===== src/rtl/bcd_cascade_timer.sv =====
// rtl/bcd_cascade_timer.sv - cascaded per-digit-modulus up/down timer with IDLE/RUN/DONE control
module bcd_cascade_timer #(
   parameter int                      DIGITS   = 4,
   parameter int                      WIDTH    = 4,
   parameter logic [DIGITS*WIDTH-1:0] MAX_VEC  = 16'h9959,
   parameter bit                      ROLLOVER = 1'b0
) (
   input  logic                      clk,
   input  logic                      reset_n,
   input  logic                      load,
   input  logic [DIGITS*WIDTH-1:0]   start_count,
   input  logic                      start,
   input  logic                      stop,
   input  logic                      tick,
   input  logic                      direction,
   output logic [DIGITS*WIDTH-1:0]   count,
   output logic                      zero_count,
   output logic                      full_count,
   output logic                      running,
   output logic                      terminal
);

   localparam int N = DIGITS * WIDTH;

   for (genvar g = 0; g < DIGITS; g++) begin : g_max_check
      if (MAX_VEC[g*WIDTH +: WIDTH] == '0) begin : g_bad_max
         $error("bcd_cascade_timer: every digit maximum must be at least 1");
      end
   end

   typedef enum logic [1:0] {
      ST_IDLE = 2'd0,
      ST_RUN  = 2'd1,
      ST_DONE = 2'd2
   } state_t;

   state_t         state;
   state_t         state_nxt;
   logic [N-1:0]   stepped;
   logic [N-1:0]   clamped;
   logic [N-1:0]   count_nxt;
   logic           at_limit;
   logic           step_en;
   logic           step_hits_limit;
   logic           term_nxt;

   assign zero_count      = (count == '0);
   assign full_count      = (count == MAX_VEC);
   assign at_limit        = direction ? full_count : zero_count;
   assign step_en         = (state == ST_RUN) && tick && !load && !stop;
   assign step_hits_limit = direction ? (stepped == MAX_VEC) : (stepped == '0);
   // Saturating mode flags landing on the limit; wrap mode flags leaving it.
   assign term_nxt        = step_en && (ROLLOVER ? at_limit : step_hits_limit);

   // Ripple the borrow/carry: a digit moves only when all lower digits sit on their boundary.
   always_comb begin
      logic             carry;
      logic [WIDTH-1:0] d;
      logic [WIDTH-1:0] m;
      stepped = count;
      carry   = 1'b1;
      d       = '0;
      m       = '0;
      for (int i = 0; i < DIGITS; i++) begin
         d = count[i*WIDTH +: WIDTH];
         m = MAX_VEC[i*WIDTH +: WIDTH];
         if (carry) begin
            if (direction)
               stepped[i*WIDTH +: WIDTH] = (d == m) ? '0 : d + WIDTH'(1);
            else
               stepped[i*WIDTH +: WIDTH] = (d == '0) ? m : d - WIDTH'(1);
         end
         carry = carry && (direction ? (d == m) : (d == '0));
      end
   end

   always_comb begin
      logic [WIDTH-1:0] d;
      logic [WIDTH-1:0] m;
      clamped = '0;
      d       = '0;
      m       = '0;
      for (int i = 0; i < DIGITS; i++) begin
         d = start_count[i*WIDTH +: WIDTH];
         m = MAX_VEC[i*WIDTH +: WIDTH];
         clamped[i*WIDTH +: WIDTH] = (d > m) ? m : d;
      end
   end

   always_comb begin
      count_nxt = count;
      if (load)
         count_nxt = clamped;
      else if (step_en)
         count_nxt = stepped;
   end

   always_ff @(posedge clk or negedge reset_n) begin
      if (!reset_n)
         state <= ST_IDLE;
      else
         state <= state_nxt;
   end

   always_comb begin
      state_nxt = state;
      if (load) begin
         state_nxt = ST_IDLE;
      end else if (stop) begin
         if (state == ST_RUN)
            state_nxt = ST_IDLE;
      end else if (start && (state != ST_RUN)) begin
         state_nxt = (ROLLOVER || !at_limit) ? ST_RUN : ST_DONE;
      end else if (step_en && !ROLLOVER && step_hits_limit) begin
         state_nxt = ST_DONE;
      end
   end

   always_comb begin
      running = (state == ST_RUN);
   end

   always_ff @(posedge clk or negedge reset_n) begin
      if (!reset_n) begin
         count    <= '0;
         terminal <= 1'b0;
      end else begin
         count    <= count_nxt;
         terminal <= term_nxt;
      end
   end

endmodule


===== config.mk =====
export PLATFORM = sky130hd
export DESIGN_NAME = bcd_cascade_timer
export DESIGN_NICKNAME = d
export VERILOG_FILES = /design/src/rtl/bcd_cascade_timer.sv
export SDC_FILE = /design/constraint.sdc
export NUM_CORES = 1
export LEC_CHECK = 0
export ABC_AREA = 1
export CELL_PAD_IN_SITES_DETAIL_PLACEMENT = 1
export CELL_PAD_IN_SITES_GLOBAL_PLACEMENT = 1
export CORE_MARGIN = 2
export CORE_UTILIZATION = 37
export CTS_CLUSTER_SIZE = 28
export DETAILED_ROUTE_END_ITERATION = 6
export PLACE_DENSITY_LB_ADDON = 0.1
export REMOVE_ABC_BUFFERS = 1
export SLEW_MARGIN = 10
export SYNTH_ARGS = -nofsm -noshare
export SYNTH_HDL_FRONTEND = slang
export SYNTH_SLANG_ARGS = --single-unit

===== constraint.sdc =====
create_clock -name clk -period 3.78 [get_ports clk]
set_input_delay 0.756 -clock clk [delete_from_list [all_inputs] [get_ports clk]]
set_output_delay 0.756 -clock clk [all_outputs]
set_load 0.02 [all_outputs]

Word-level counts from Yosys, hierarchy flattened:

Cells that the tools add are included.
Widths: inputs -> output; s select.

* $add $sub $neg: 8
* magnitude comparators: 4
* equal/unequal tests: 9
* mux-type cells: 32
* reductions and logical operators: 18

Operator list (number)
* $mux 4: 19
* $eq 16x16->1 const B: 2
* $logic_not 16->1: 2
* $mux 16: 2
* $add 4x1->4 const B: 4
* $logic_not 4->1: 4
* $sub 4x1->4 const B: 4
* $eq 4x4->1 const B: 3
* $gt 4x4->1 const B: 3
* $mux 2: 6
* $logic_and 1x1->1: 7
* $mux 1: 5
* $eq 4x3->1 const B: 1
* $gt 4x3->1 const B: 1
* $reduce_bool 4->1: 1
* $ne 3x2->1 const B: 1
* $eq 2x1->1 const B: 1
* $logic_not 1->1: 2
* $ne 2x1->1 const B: 1
* $reduce_and 2->1: 1
* $reduce_bool 2->1: 1

* bits in registers: 19
* output and inout bits: 20

Longest topological paths before layout:

* depth after elaboration: 12
* depth in mapped cells: 19
* gate-level depth less buffers: 18

Worst setup path after synthesis:

OpenSTA, ideal clock, no wires.

* path type: reg2out
* start point: reg count[0]
* end point: out zero_count
* arrival: 1636 ps
* data required time: 3024 ps
* path slack: 1388 ps
* stages on the path, launching flop included: 5
* path through: dfrtp_1 buf_6 nor2_4 nand2_4 nor4_1

* longest elaborated chain between the ends: 1

Ends and longest elaborated chain
* start, declared: line 16 `output logic [DIGITS*WIDTH-1:0] count,`
* start signal, assigned: line 128 `count <= count_nxt;`
* $logic_not 16->1: line 47 `assign zero_count = (count == '0);`
* end, declared: line 17 `output logic zero_count,`

Every way passes these cells.

Worst setup path in the final report:

Ends and elaborated chain as after synthesis.

==> summary.txt <==
Route
  • Routed vias/inst: 5.359
  • Wirelength, routed: ~6.6 mm
  • First drt pass iteration count: 4
  • Vias: 2326
  • Wire length on met2: slightly above 3 mm
  • DRC viols: 0
  • WL met1: 3.266 mm
  • Post-route ant nets: 0
  • Iteration-0 DRC Markers: ~140
  • Met3 wire length: 181 microns
  • Top routing layer in use: met4
  • WL/cell: around 15 microns

Worst setup path
  • R2R depth: 17
  • WP depth: 4
  • CP Class: flip-flop to output port
  • Worst Setup SP: count[0]
  • R2r setup slk: about 1.4 ns
  • CP Launch Type: flip-flop
  • Worst r2r src: count[0]
  • Top delay family on crit path: simple AND/OR/NAND/NOR gates
  • Crit path cell chain: nor2_4 > nand2_4 > nor4_1 > clkdlybuf4s50_1
  • Slowest CP cell: clkdlybuf4s50_1
  • Crit path capture type: output port
  • Worst path bufs/invs: 1
  • Worst Path Max Fanout: 9
  • Critical Path End: zero_count
  • Worst path arrival time: 2.29 ns
  • Reg-to-reg endpoint: state[0]
  • Worst path required time: between 3 and 4 ns
  • Max stage delay on crit path: 0.70 ns

Finish
  • Nets: between 300 and 400
  • Antenna Cells: 0
  • Share of post-route cells with drive strength above 1: roughly 8.0%
  • Layout area overhead: 26.36%
  • Final Util: 48.10%
  • Commonest cells after routing, fill and taps aside: nand2_1 (108), clkdlybuf4s50_1 (42), nor2_1 (36), inv_1 (35), nand3_1 (33)
  • Post-Layout Inst Area: between 0.002 and 0.0025 sq mm
  • Leading cell type in the layout, fill and taps excluded: nand2_1

Floorplanning
  • Num rows: 26
  • Die height: 76.26 microns
  • # IOs: 43
  • Core area: 0.005075 sq mm
  • Die Wd: 76.26 microns
  • Die footprint: 0.005816 sq mm
  • Initial Util: 38.07%

Timing
  • Pins Over Slew Limit: 0
  • Post-layout min period: 3.047 ns
  • Setup TNS: 0 ns
  • RSZ-0062 raised after global routing: false
  • Final Hold Violating Endpoints: 0
  • Skew final: 0.004940 ns
  • Worst Max-Slew Pin Slew: 0.9367 ns
  • Final WS setup: 0.7334 ns
  • Crit share post-route: 80.60%
  • Fmax: 0.3282 GHz
  • Slew HR: about 37%
  • # setup viols final: 0

Logic synthesis
  • Post-synth EDFFs: 0
  • Multiplexer share of the synthesized area: 0%
  • Post-synthesis async set-or-reset flop share: 100.0%
  • Simple-gate area share of the yosys netlist: 49.03%
  • Seq/Total Area, Yosys: 24.61%
  • Top FF cell, synth: dfrtp_1
  • Syn Std Cell Area: 0.001932 sq mm
  • Compound-Gate Fraction of Synth Area: 14.83%
  • Count of cell types in the netlist: 29
  • Xor-xnor portion of the synthesized cell area: 0.9067%
  • Synth Area per Inst: 5.926 sq um
  • Mapped Cells: 326
  • Synth Register Bits: 19
  • Adder-Cell Fraction of Synth Area: 0%
  • Main combinational cell family by area after synthesis: simple AND/OR/NAND/NOR gates
  • Synth warn: 0

Power and ir drop
  • Comb pwr share: 44.9%
  • Sw Ratio: 43.45%
  • Pwr dens: 310.8 mW/mm^2
  • Reg power frac: roughly a third
  • P_leak: 1.207 nW
  • Pwr Total: ~0.00076 W
  • Net Switching: 0.0003296 W
  • Worst VDD drop: 0.1902 mV
  • Clk pwr share: approximately a fifth
  • Cell internal pwr: 0.0004290 W

Place
  • Gpl congestion: 0.8864
  • Post-DP Area: 0.002396 sq mm
  • Pre-CTS setup slack: 0.5895 ns
  • Hpwl dp: 5.174 mm
  • Buffers on Ports: 42

Clock network
  • Clock Pin Slew Worst Setup and Hold Paths: around 0.080 ns
  • TritonCTS Buffers: 3
  • Root buf cell: clkbuf_8
  • Max clock buf depth: 2
  • Setup bufs post-CTS: 0
  • Resized Gates After CTS: 0
  • TritonCTS Sinks: 19
  • CTS tree: yes
  • Post-cts hold buffer count: 0
  • Clk Latency, worst-skew pair: 0.26 ns
  • H-tree Lvls: 1

Hold path
  • Hold WC Path Type: flip-flop to flip-flop

GRT
  • Vias in the first global route: around 2300
  • Total GRT Usage: a little under a quarter
  • Initial antenna violation count: 0
  • Largest net degree at the start of global routing: 25
  • Grt ovf: 0
  • First-pass GRT wire length: between 10 and 15 mm

Job
  • MaxCap Viol Count: 0

Run status
  • Status: finished, final reports clean
metrics by stage:
stage	hold slack (ns)	instances
2_1_floorplan	0.4419	316
3_3_place_gp	0.4612	430
5_1_grt	0.5288	434
4_1_cts	0.4830	434
6_report	0.4763	434
3_5_place_dp	0.4646	430
per-layer routing:
layer  vias up  global-route usage, %
met2        37                  39.12
met4         0                  3.818
met3         6                  2.844
met5         -                      0
met1      1139                  32.99
li1       1144                      -
Yosys cell counts (2+ instances only):
library cell | n | share of area (%)
nor2_2 | 5 | 1.6
buf_6 | 2 | 1.2
o21ai_0 | 20 | 5.2
nor2_1 | 36 | 7.0
buf_2 | 5 | 1.3
inv_1 | 35 | 6.8
a21oi_1 | 8 | 2.1
dfrtp_1 | 19 | 25
nand2_4 | 4 | 2.3
nand3_1 | 33 | 8.5
nor3_1 | 2 | 0.52
nand3_2 | 2 | 1.0
a22oi_1 | 2 | 0.78
a31oi_1 | 3 | 0.97
inv_2 | 4 | 0.78
o211ai_1 | 5 | 1.9
nor2_4 | 3 | 1.7
clkbuf_1 | 3 | 0.58
xor2_1 | 2 | 0.91
o221ai_1 | 6 | 2.7
nand2_2 | 6 | 1.9
nand2_1 | 108 | 21
nand4_1 | 7 | 2.3
state kept, by name, summed over array words and instances, names as in the netlist:
signal / count
state: 2
terminal: 1
count: 16
kinds of logic (layout without fill, tap and decap cells):
logic type,after synthesis,in the layout
simple gates,209,209
compound gates,47,47
flops,19,19
buf+inv,49,87
xor+xnor,2,2
how the worst min path moves through the flow:
| stage | from | endpoint | slack, ns | cells past startpoint |
|---|---|---|---|---|
| finish | state[0] | state[0] | 0.48 | 2 |
| global route | state[0] | state[0] | 0.53 | 2 |
| CTS | state[0] | state[0] | 0.48 | 2 |
| detailed placement | state[0] | state[0] | 0.46 | 2 |
| global placement | state[0] | state[0] | 0.46 | 2 |
| floorplan | state[0] | state[0] | 0.44 | 2 |
cell type report:
| class | instances | area (sq um) |
|---|---|---|
| repair buffers | 44 | 435.4 |
| well taps | 70 | 87.58 |
| inverters | 39 | 146.4 |
| flip-flops and latches | 19 | 475.5 |
| clock buffers | 4 | 45.04 |
| multi-input cells | 258 | 1251 |
| fillers | 715 | 2634 |
tightest hold or removal path: stages, from the launching register on:
cell and delay (ns):
dfrtp_1 0.34, nand2_1 0.05, nand2_1 0.05
power by group through the flow:
stage,combinational (W),clock [W],sequential (W)
after global placement,0.000335,0,0.000270
after CTS,0.000342,0.000154,0.000266
after detailed placement,0.000340,0,0.000269
final,0.000341,0.000152,0.000266
after global routing,0.000381,0.000163,0.000271
after floorplan,0.000188,0,0.000282
Note: power is estimated with default switching activity, not from simulation.
